<file path="src/rtl/defuzzifier.sv">
// Defuzzifier: computes the crisp output S_wg/S_w in Q1.15 using a
// multi-cycle restoring divider with round-to-nearest. The result is also
// given as a rounded percentage. A zero weight sum and a ratio of one or
// more skip the divider. The result is held under a valid/ready handshake.
module defuzzifier (
    input  logic        clk,
    input  logic        rst_n,
    input  logic        in_valid,
    output logic        in_ready,
    input  logic [15:0] S_w,
    input  logic [15:0] S_wg,
    output logic        out_valid,
    input  logic        out_ready,
    output logic [15:0] y_q15,
    output logic [7:0]  y_pct,
    output logic        div_zero
);

    typedef enum logic [2:0] {
        IDLE  = 3'd0,
        DIV   = 3'd1,
        ROUND = 3'd2,
        PCT   = 3'd3,
        DONE  = 3'd4
    } state_t;

    localparam logic [15:0] Q15_MAX = 16'h7FFF;

    state_t      r_state;
    state_t      w_state_next;

    logic [15:0] r_sw;
    logic [16:0] r_rem;
    logic [14:0] r_q;
    logic [3:0]  r_cnt;
    logic [15:0] r_y;
    logic [7:0]  r_pct;
    logic        r_dz;

    logic        w_accept;
    logic [15:0] w_sw_clamp;
    logic [15:0] w_swg_clamp;
    logic        w_is_zero;
    logic        w_is_sat;
    logic [16:0] w_rem_shift;
    logic        w_rem_ge;
    logic [17:0] w_rem_x2;
    logic        w_round_up;
    logic [15:0] w_round_sum;
    logic [22:0] w_pct_full;

    // Values with bit 15 set are outside the unsigned Q1.15 range and clamp to the maximum.
    assign w_sw_clamp  = S_w[15]  ? Q15_MAX : S_w;
    assign w_swg_clamp = S_wg[15] ? Q15_MAX : S_wg;
    assign w_accept    = in_valid && (r_state == IDLE);
    assign w_is_zero   = (w_sw_clamp == 16'd0);
    assign w_is_sat    = (w_swg_clamp >= w_sw_clamp);

    // One restoring-division step: shift, then compare against the divisor.
    assign w_rem_shift = {r_rem[15:0], 1'b0};
    assign w_rem_ge    = (w_rem_shift >= {1'b0, r_sw});

    // Round to nearest: add one when the leftover remainder is at least half the divisor.
    assign w_rem_x2    = {r_rem, 1'b0};
    assign w_round_up  = (w_rem_x2 >= {2'b00, r_sw});
    assign w_round_sum = {1'b0, r_q} + {15'd0, w_round_up};

    // The worst case 32767*100 + 16384 fits in 22 bits, so 23 bits leave headroom.
    assign w_pct_full  = ({7'd0, r_y} * 23'd100) + 23'd16384;

    assign in_ready  = (r_state == IDLE);
    assign out_valid = (r_state == DONE);
    assign y_q15     = r_y;
    assign y_pct     = r_pct;
    assign div_zero  = r_dz;

    // State register.
    always_ff @(posedge clk or negedge rst_n) begin
        if (!rst_n) begin
            r_state <= IDLE;
        end else begin
            r_state <= w_state_next;
        end
    end

    // Next-state logic: pick the path at accept, then sequence DIV/ROUND/PCT/DONE.
    always_comb begin
        w_state_next = r_state;
        case (r_state)
            IDLE: begin
                if (w_accept) begin
                    if (w_is_zero)     w_state_next = DONE;
                    else if (w_is_sat) w_state_next = PCT;
                    else               w_state_next = DIV;
                end
            end
            DIV:     if (r_cnt == 4'd14) w_state_next = ROUND;
            ROUND:   w_state_next = PCT;
            PCT:     w_state_next = DONE;
            DONE:    if (out_ready) w_state_next = IDLE;
            default: w_state_next = IDLE;
        endcase
    end

    // Datapath: capture the operands, iterate the divider, round, and scale to percent.
    always_ff @(posedge clk or negedge rst_n) begin
        if (!rst_n) begin
            r_sw  <= 16'd0;
            r_rem <= 17'd0;
            r_q   <= 15'd0;
            r_cnt <= 4'd0;
            r_y   <= 16'd0;
            r_pct <= 8'd0;
            r_dz  <= 1'b0;
        end else begin
            case (r_state)
                IDLE: begin
                    if (w_accept) begin
                        r_sw  <= w_sw_clamp;
                        r_rem <= {1'b0, w_swg_clamp};
                        r_q   <= 15'd0;
                        r_cnt <= 4'd0;
                        if (w_is_zero) begin
                            r_y   <= 16'd0;
                            r_pct <= 8'd0;
                            r_dz  <= 1'b1;
                        end else if (w_is_sat) begin
                            r_y   <= Q15_MAX;
                            r_dz  <= 1'b0;
                        end else begin
                            r_dz  <= 1'b0;
                        end
                    end
                end
                DIV: begin
                    r_rem <= w_rem_ge ? (w_rem_shift - {1'b0, r_sw}) : w_rem_shift;
                    r_q   <= {r_q[13:0], w_rem_ge};
                    r_cnt <= r_cnt + 4'd1;
                end
                ROUND: begin
                    r_y <= (w_round_sum > Q15_MAX) ? Q15_MAX : w_round_sum;
                end
                PCT: begin
                    r_pct <= w_pct_full[22:15];
                end
                default: ;
            endcase
        end
    end

endmodule

</file>
<file path="config.mk">
export PLATFORM = sky130hd
export DESIGN_NAME = defuzzifier
export DESIGN_NICKNAME = d
export VERILOG_FILES = /design/src/rtl/defuzzifier.sv
export SDC_FILE = /design/constraint.sdc
export NUM_CORES = 1
export LEC_CHECK = 0
export CORE_UTILIZATION = 49
export DETAILED_ROUTE_END_ITERATION = 6
export GPL_TIMING_DRIVEN = 1
export PLACE_DENSITY_LB_ADDON = 0.25
export SETUP_SLACK_MARGIN = 0.05
export SYNTH_ARGS = -nofsm -noshare
export SYNTH_HDL_FRONTEND = slang
export SYNTH_SLANG_ARGS = --single-unit
</file>
<file path="constraint.sdc">
create_clock -name clk -period 4.2 [get_ports clk]
set_input_delay 0.42 -clock clk [delete_from_list [all_inputs] [get_ports clk]]
set_output_delay 0.42 -clock clk [all_outputs]
set_load 0.01 [all_outputs]
</file>
==> impl_metrics.toml, run 1 <==
[final_layout]
drive_above_1_share_pct = 15.1
fin_util_pct = 62.6
n_antenna_cell = 0
area.growth.synth_to_final_pct = 22.4
final_nets = 969
fill_cells = 1091
fin_cells = 1014
final_cell_mix = "nand2_1, inv_1, ha_1"
final_common_cell = "nand2_1"

[critical_path]
crit_chain = "buf_4 > ha_4 > ha_4 > inv_2 > fa_1 > inv_2 > ha_4 > o21a_1 > o2bb2ai_2 > or3_4 > nand2_4 > nor2_4 > xnor2_2 > ha_2 > inv_2 > a31oi_4 > nand4b_4 > o31a_1 > o31a_1 > o31ai_1"
crit_buf_inv = 4
end_kind = "flop"
critical_path_arrival_ns = 4.45
slowest_delay_ns = 0.49
worstPathMaxFanout = 3
path_class = "reg -> reg"
start_kind = "flop"
slowest_stage = "fa_1"
required_ns = 4.44
crit_family = "adder cells"

[sta]
fin_setup_tns_ns = -0.00452
worst_slew_pin_slew_ns = 1.11
setup_ws_ns = -0.00452
finalHoldViolations = 0
drv_slew = 0
slew_headroom_pct = 25.6
fin_worst_skew_ns = 0.00519
setup_viol = 1
fin_crit_sh_pct = 100
period_needed_ns = 4.20
holdWs_ns = 0.255
max_freq_mhz = 238
rsz0062_at_grt = "yes"

[synthesis]
synth_ff_type = "dfrtp_1"
synth-edff-count = 0
syn_avg_cell_area_um2 = 8.67
ys_seq_area_share_pct = 30.0
synth_nets = 891
synthCells = 759
synth_seq_cells = 79
synthArstFlopShare_pct = 100
synth_warnings = 0
synth_cell_type_count = 67
synth_area_um2 = 6580

[die]
die_area_um2 = 13900
initial_core_util_pct = 51.1
die_x_um = 118
coreArea_um2 = 12900
die_y_um = 118
num_rows = 41
io_pins = 63

[global_route]
grt_pass1_vias = 5720
grt_usage_pct = 23.4
grt_max_degree = 80
grt.overflow.total = 0
grt_pass1_wl_um = 26700
grt_antenna_before_repair = 0

[routing]
drt_wl_total_um = 15800
drtIter0Drc = 262
via_per_inst = 5.56
drt-pass1-iter-count = 5
postRouteAntennaNets = 0
via_count = 5641
post_drt_wl_per_cell_um = 15.6
drc_errors = 0

[placed_design]
gp_congestion = 0.847
place_hpwl_um = 11700
portBuffers = 62
post-place-cells = 985

[clocking]
cts_made_buffers = 9
cts.path.max_buffers = 2
clk_latency_ns = 0.34
postCtsHoldBufs = 0
cts_tree = "done"
cts.clk_slew.worst_paths_ns = 0.06
cts_root_buf = "clkbuf_16"
cts.sinks = 79
htreeDepth = 3

[worst_hold_path]
hold_path_class = "in -> async"

[flow_run]
drv_cap = 0

[run_status]
status = "finished with violations"
violations = "setup timing"
## area by class of cell
type,instances,area (um^2),area share [%]
clock inverter,7,95.1,1.18
sequential,79,1980,24.6
timing repair buffer,96,875,10.9
multi-input combinational,569,4360,54.1
inverter,82,308,3.82
clock buffer,9,225,2.80
tap,172,215,2.67
## layer usage
metal | global-route usage (%) | wire, um | vias to the layer above
li1 | - | - | 2795
met1 | 28.2 | 6760 | 2713
met2 | 43.2 | 8220 | 109
met3 | 2.81 | 427 | 24
met4 | 7.37 | 371 | 0
met5 | 0 | 0 | -
## cell usage after synthesis (7+ instances only)
cell,instances,share of area (%)
nor2_1,40,2.3
fa_1,11,3.3
clkbuf_1,23,1.3
mux2_2,15,2.6
o211ai_1,14,1.6
nor3_1,7,0.53
ha_1,85,16
xnor2_1,20,2.7
nand3_1,47,3.6
nor4_1,11,1.0
inv_1,82,4.7
or2_2,19,1.8
xor2_1,11,1.5
dfrtp_1,79,30
nand4_1,8,0.76
o21ai_0,38,2.9
mux2i_1,13,2.0
a21o_1,11,1.3
a21oi_1,37,2.8
nand2_1,96,5.5
## sequential cells by signal (all words and copies together) (netlist names)
register / count
r_sw: 15
y_q15: 16
div_zero: 1
r_rem: 17
y_pct: 8
r_state: 3
r_cnt: 4
r_q: 15
## cell families (layout without fill, tap and decap cells)
| group | count (synthesis) | after routing | share of synthesized area (%) |
|---|---|---|---|
| buffers and inverters | 111 | 194 | 6.54 |
| adders and majority gates | 96 | 96 | 19.5 |
| and+or+nand+nor | 261 | 261 | 19.5 |
| xor gates and xnor gates | 32 | 32 | 4.47 |
| muxes | 28 | 28 | 4.54 |
| DFF | 79 | 79 | 30.0 |
| AOI/OAI and AO/OA | 152 | 152 | 15.4 |
## what timing repair did
action | CTS | global route
gates resized for setup | 4 | 31
cloned | 0 | 1
pin swaps | 4 | 25
hold endpoints to repair | 0 | 0
setup endpoints to repair | 1 | 18
setup buffers | 7 | 5
## path summary, 6_finish.rpt
kind,start,endpoint,slack (ns),cells after the start
min reg2reg,r_sw[14]$_DFFE_PN0P_,r_sw[14]$_DFFE_PN0P_,0.48,2
max,y_q15[3]$_DFFE_PN0P_,y_pct[7]$_DFFE_PN0P_,-0.005,20
min,rst_n,r_sw[12]$_DFFE_PN0P_,0.26,1
max reg2reg,y_q15[3]$_DFFE_PN0P_,y_pct[7]$_DFFE_PN0P_,-0.005,20
max in group asynchronous,rst_n,y_q15[9]$_DFFE_PN0P_,3.20,1
min in group clk,r_sw[14]$_DFFE_PN0P_,r_sw[14]$_DFFE_PN0P_,0.48,2
## metrics by stage
step | cell area (um^2) | setup slack, ns
floorplan | 6580 | 0.0525
global placement | 7450 | 0.0534
detailed placement | 7450 | -0.0814
CTS | 7840 | 0.0540
global route | 8060 | -0.209
finish | 8060 | -0.00452
Power of run 1 is left out: the tool's default activity adds up to more than one toggle a clock period on the data nets, which glitch-free logic cannot reach.
==> inputs of run 2 (changes only) <==
GPL_ROUTABILITY_DRIVEN = 0   (was default)
==> impl_metrics.toml, run 2 (same netlist as run 1, synthesis figures left out) <==
[run_status]
status = "finished clean"

[routing]
drt-pass1-iter-count = 4
drt_wl_total_um = 15700
drtIter0Drc = 273
postRouteAntennaNets = 0
via_per_inst = 5.58
via_count = 5634
post_drt_wl_per_cell_um = 15.6
drc_errors = 0

[critical_path]
path_class = "reg -> reg"
crit_chain = "ha_1 > ha_1 > inv_1 > fa_1 > inv_2 > ha_4 > o21a_1 > o2bb2ai_2 > or3_4 > nand2_4 > nor2_4 > xnor2_2 > ha_2 > inv_2 > a31oi_4 > nand4b_4 > o31a_1 > o31a_1 > o31ai_1"
end_kind = "flop"
required_ns = 4.45
slowest_stage = "fa_1"
critical_path_arrival_ns = 4.42
worstPathMaxFanout = 3
slowest_delay_ns = 0.48
ff2ff_path_depth = 19
start_kind = "flop"

[global_route]
grt.overflow.total = 0
grt_max_degree = 80
grt_pass1_wl_um = 26000
grt_usage_pct = 23.1
grt_antenna_before_repair = 0
grt_pass1_vias = 5550

[clocking]
cts_tree = "done"
cts_root_buf = "clkbuf_16"
cts.path.max_buffers = 2
htreeDepth = 3
cts.sinks = 79
clk_latency_ns = 0.35
cts.clk_slew.worst_paths_ns = 0.06
cts_made_buffers = 9

[final_layout]
final_nets = 965
regMostFlops = "r_rem"
area.growth.synth_to_final_pct = 21.3
n_antenna_cell = 0
final_common_cell = "nand2_1"
fin_util_pct = 62.0
largest_reg_flops = 17
drive_above_1_share_pct = 13.7
final_cell_mix = "nand2_1, dfrtp_1, inv_1, ha_1, clkdlybuf4s50_1"

[sta]
drv_slew = 0
fin_worst_skew_ns = 0.0117
max_freq_mhz = 240
rsz0062_at_grt = "yes"
period_needed_ns = 4.17
setup_ws_ns = 0.0307
worst_slew_pin_slew_ns = 1.23
slew_headroom_pct = 17.7
setup_viol = 0
finalHoldViolations = 0
fin_crit_sh_pct = 99.3

[placed_design]
dp_slack_ns = -0.0944
portBuffers = 62
place_hpwl_um = 11500

[die]
coreArea_um2 = 12900
num_rows = 41
io_pins = 63
die_area_um2 = 13900
initial_core_util_pct = 51.1
die_x_um = 118
die_y_um = 118

[flow_run]
drv_cap = 0

[worst_hold_path]
hold_path_class = "in -> async"
==> run 2: cell count changes in the layout (fill, tap and decap cells not counted), moves of 2 or more <==
cell,previous run,this run
dfrtp_1,74,79
buf_6,1,3
clkbuf_1,0,3
inv_2,3,5
buf_4,33,27
inv_1,79,77
inv_6,2,0
dfrtp_2,5,0
==> run 2: routing by layer <==
layer / GRT usage, % / vias up / routed length, um
met5: 0 / - / 0
met1: 28.0 / 2699 / 6820
li1: - / 2788 / -
met4: 10.5 / 0 / 488
met2: 40.6 / 113 / 7970
met3: 3.25 / 34 / 467
==> run 2: worst paths after layout <==
| check | from | slack, ns | endpoint |
|---|---|---|---|
| max | y_q15[3]$_DFFE_PN0P_ | 0.03 | y_pct[7]$_DFFE_PN0P_ |
| min | rst_n | 0.24 | r_sw[14]$_DFFE_PN0P_ |
| max reg2reg | y_q15[3]$_DFFE_PN0P_ | 0.03 | y_pct[7]$_DFFE_PN0P_ |
| min reg2reg | r_sw[11]$_DFFE_PN0P_ | 0.48 | r_sw[11]$_DFFE_PN0P_ |
| max in group asynchronous | rst_n | 3.28 | y_pct[6]$_DFFE_PN0P_ |
| min in group clk | r_sw[11]$_DFFE_PN0P_ | 0.48 | r_sw[11]$_DFFE_PN0P_ |
==> run 2: repair_timing <==
item	4_1_cts	5_1_grt
pin swaps	22	19
gates cloned	0	1
resized for setup	14	17
hold buffers	0	0
setup endpoints to repair	1	16
setup buffers	7	3
==> run 2: area by class of cell <==
cell class	instances	area, um^2
clock buffer	13	250
tap	172	215
timing repair buffer	92	852
multi-input combinational	569	4330
sequential	79	1980
inverter	82	308
fill	1106	4900
clock inverter	3	42.5
==> run 2: through the flow <==
| step | setup TNS, ns | hold slack (ns) | cells | instance area [um^2] |
|---|---|---|---|---|
| global placement | 0 | 0.465 | 983 | 7440 |
| global route | -0.131 | 0.326 | 1010 | 7980 |
| floorplan | 0 | 0.124 | 759 | 6580 |
| finish | 0 | 0.235 | 1010 | 7980 |
| detailed placement | -0.0944 | 0.471 | 983 | 7440 |
| CTS | 0 | 0.297 | 1006 | 7870 |
==> run 2: critical path: cells and delay by family, from the launching register on <==
| kind | cells | cell delay (ns) |
|---|---|---|
| fa+ha+maj | 5 | 1.53 |
| simple gates | 4 | 0.64 |
| xor+xnor | 1 | 0.12 |
| flops | 1 | 0.43 |
| compound gates | 6 | 1.20 |
| buf+inv | 3 | 0.15 |
Power of run 2 is left out for the same reason.
==> inputs of run 3 (changes only) <==
SLEW_MARGIN = 10   (was default)
==> results of run 3 <==
Same layout as run 2: the final DEF is identical, and so are final timing and power.
Power of run 3 is left out for the same reason.
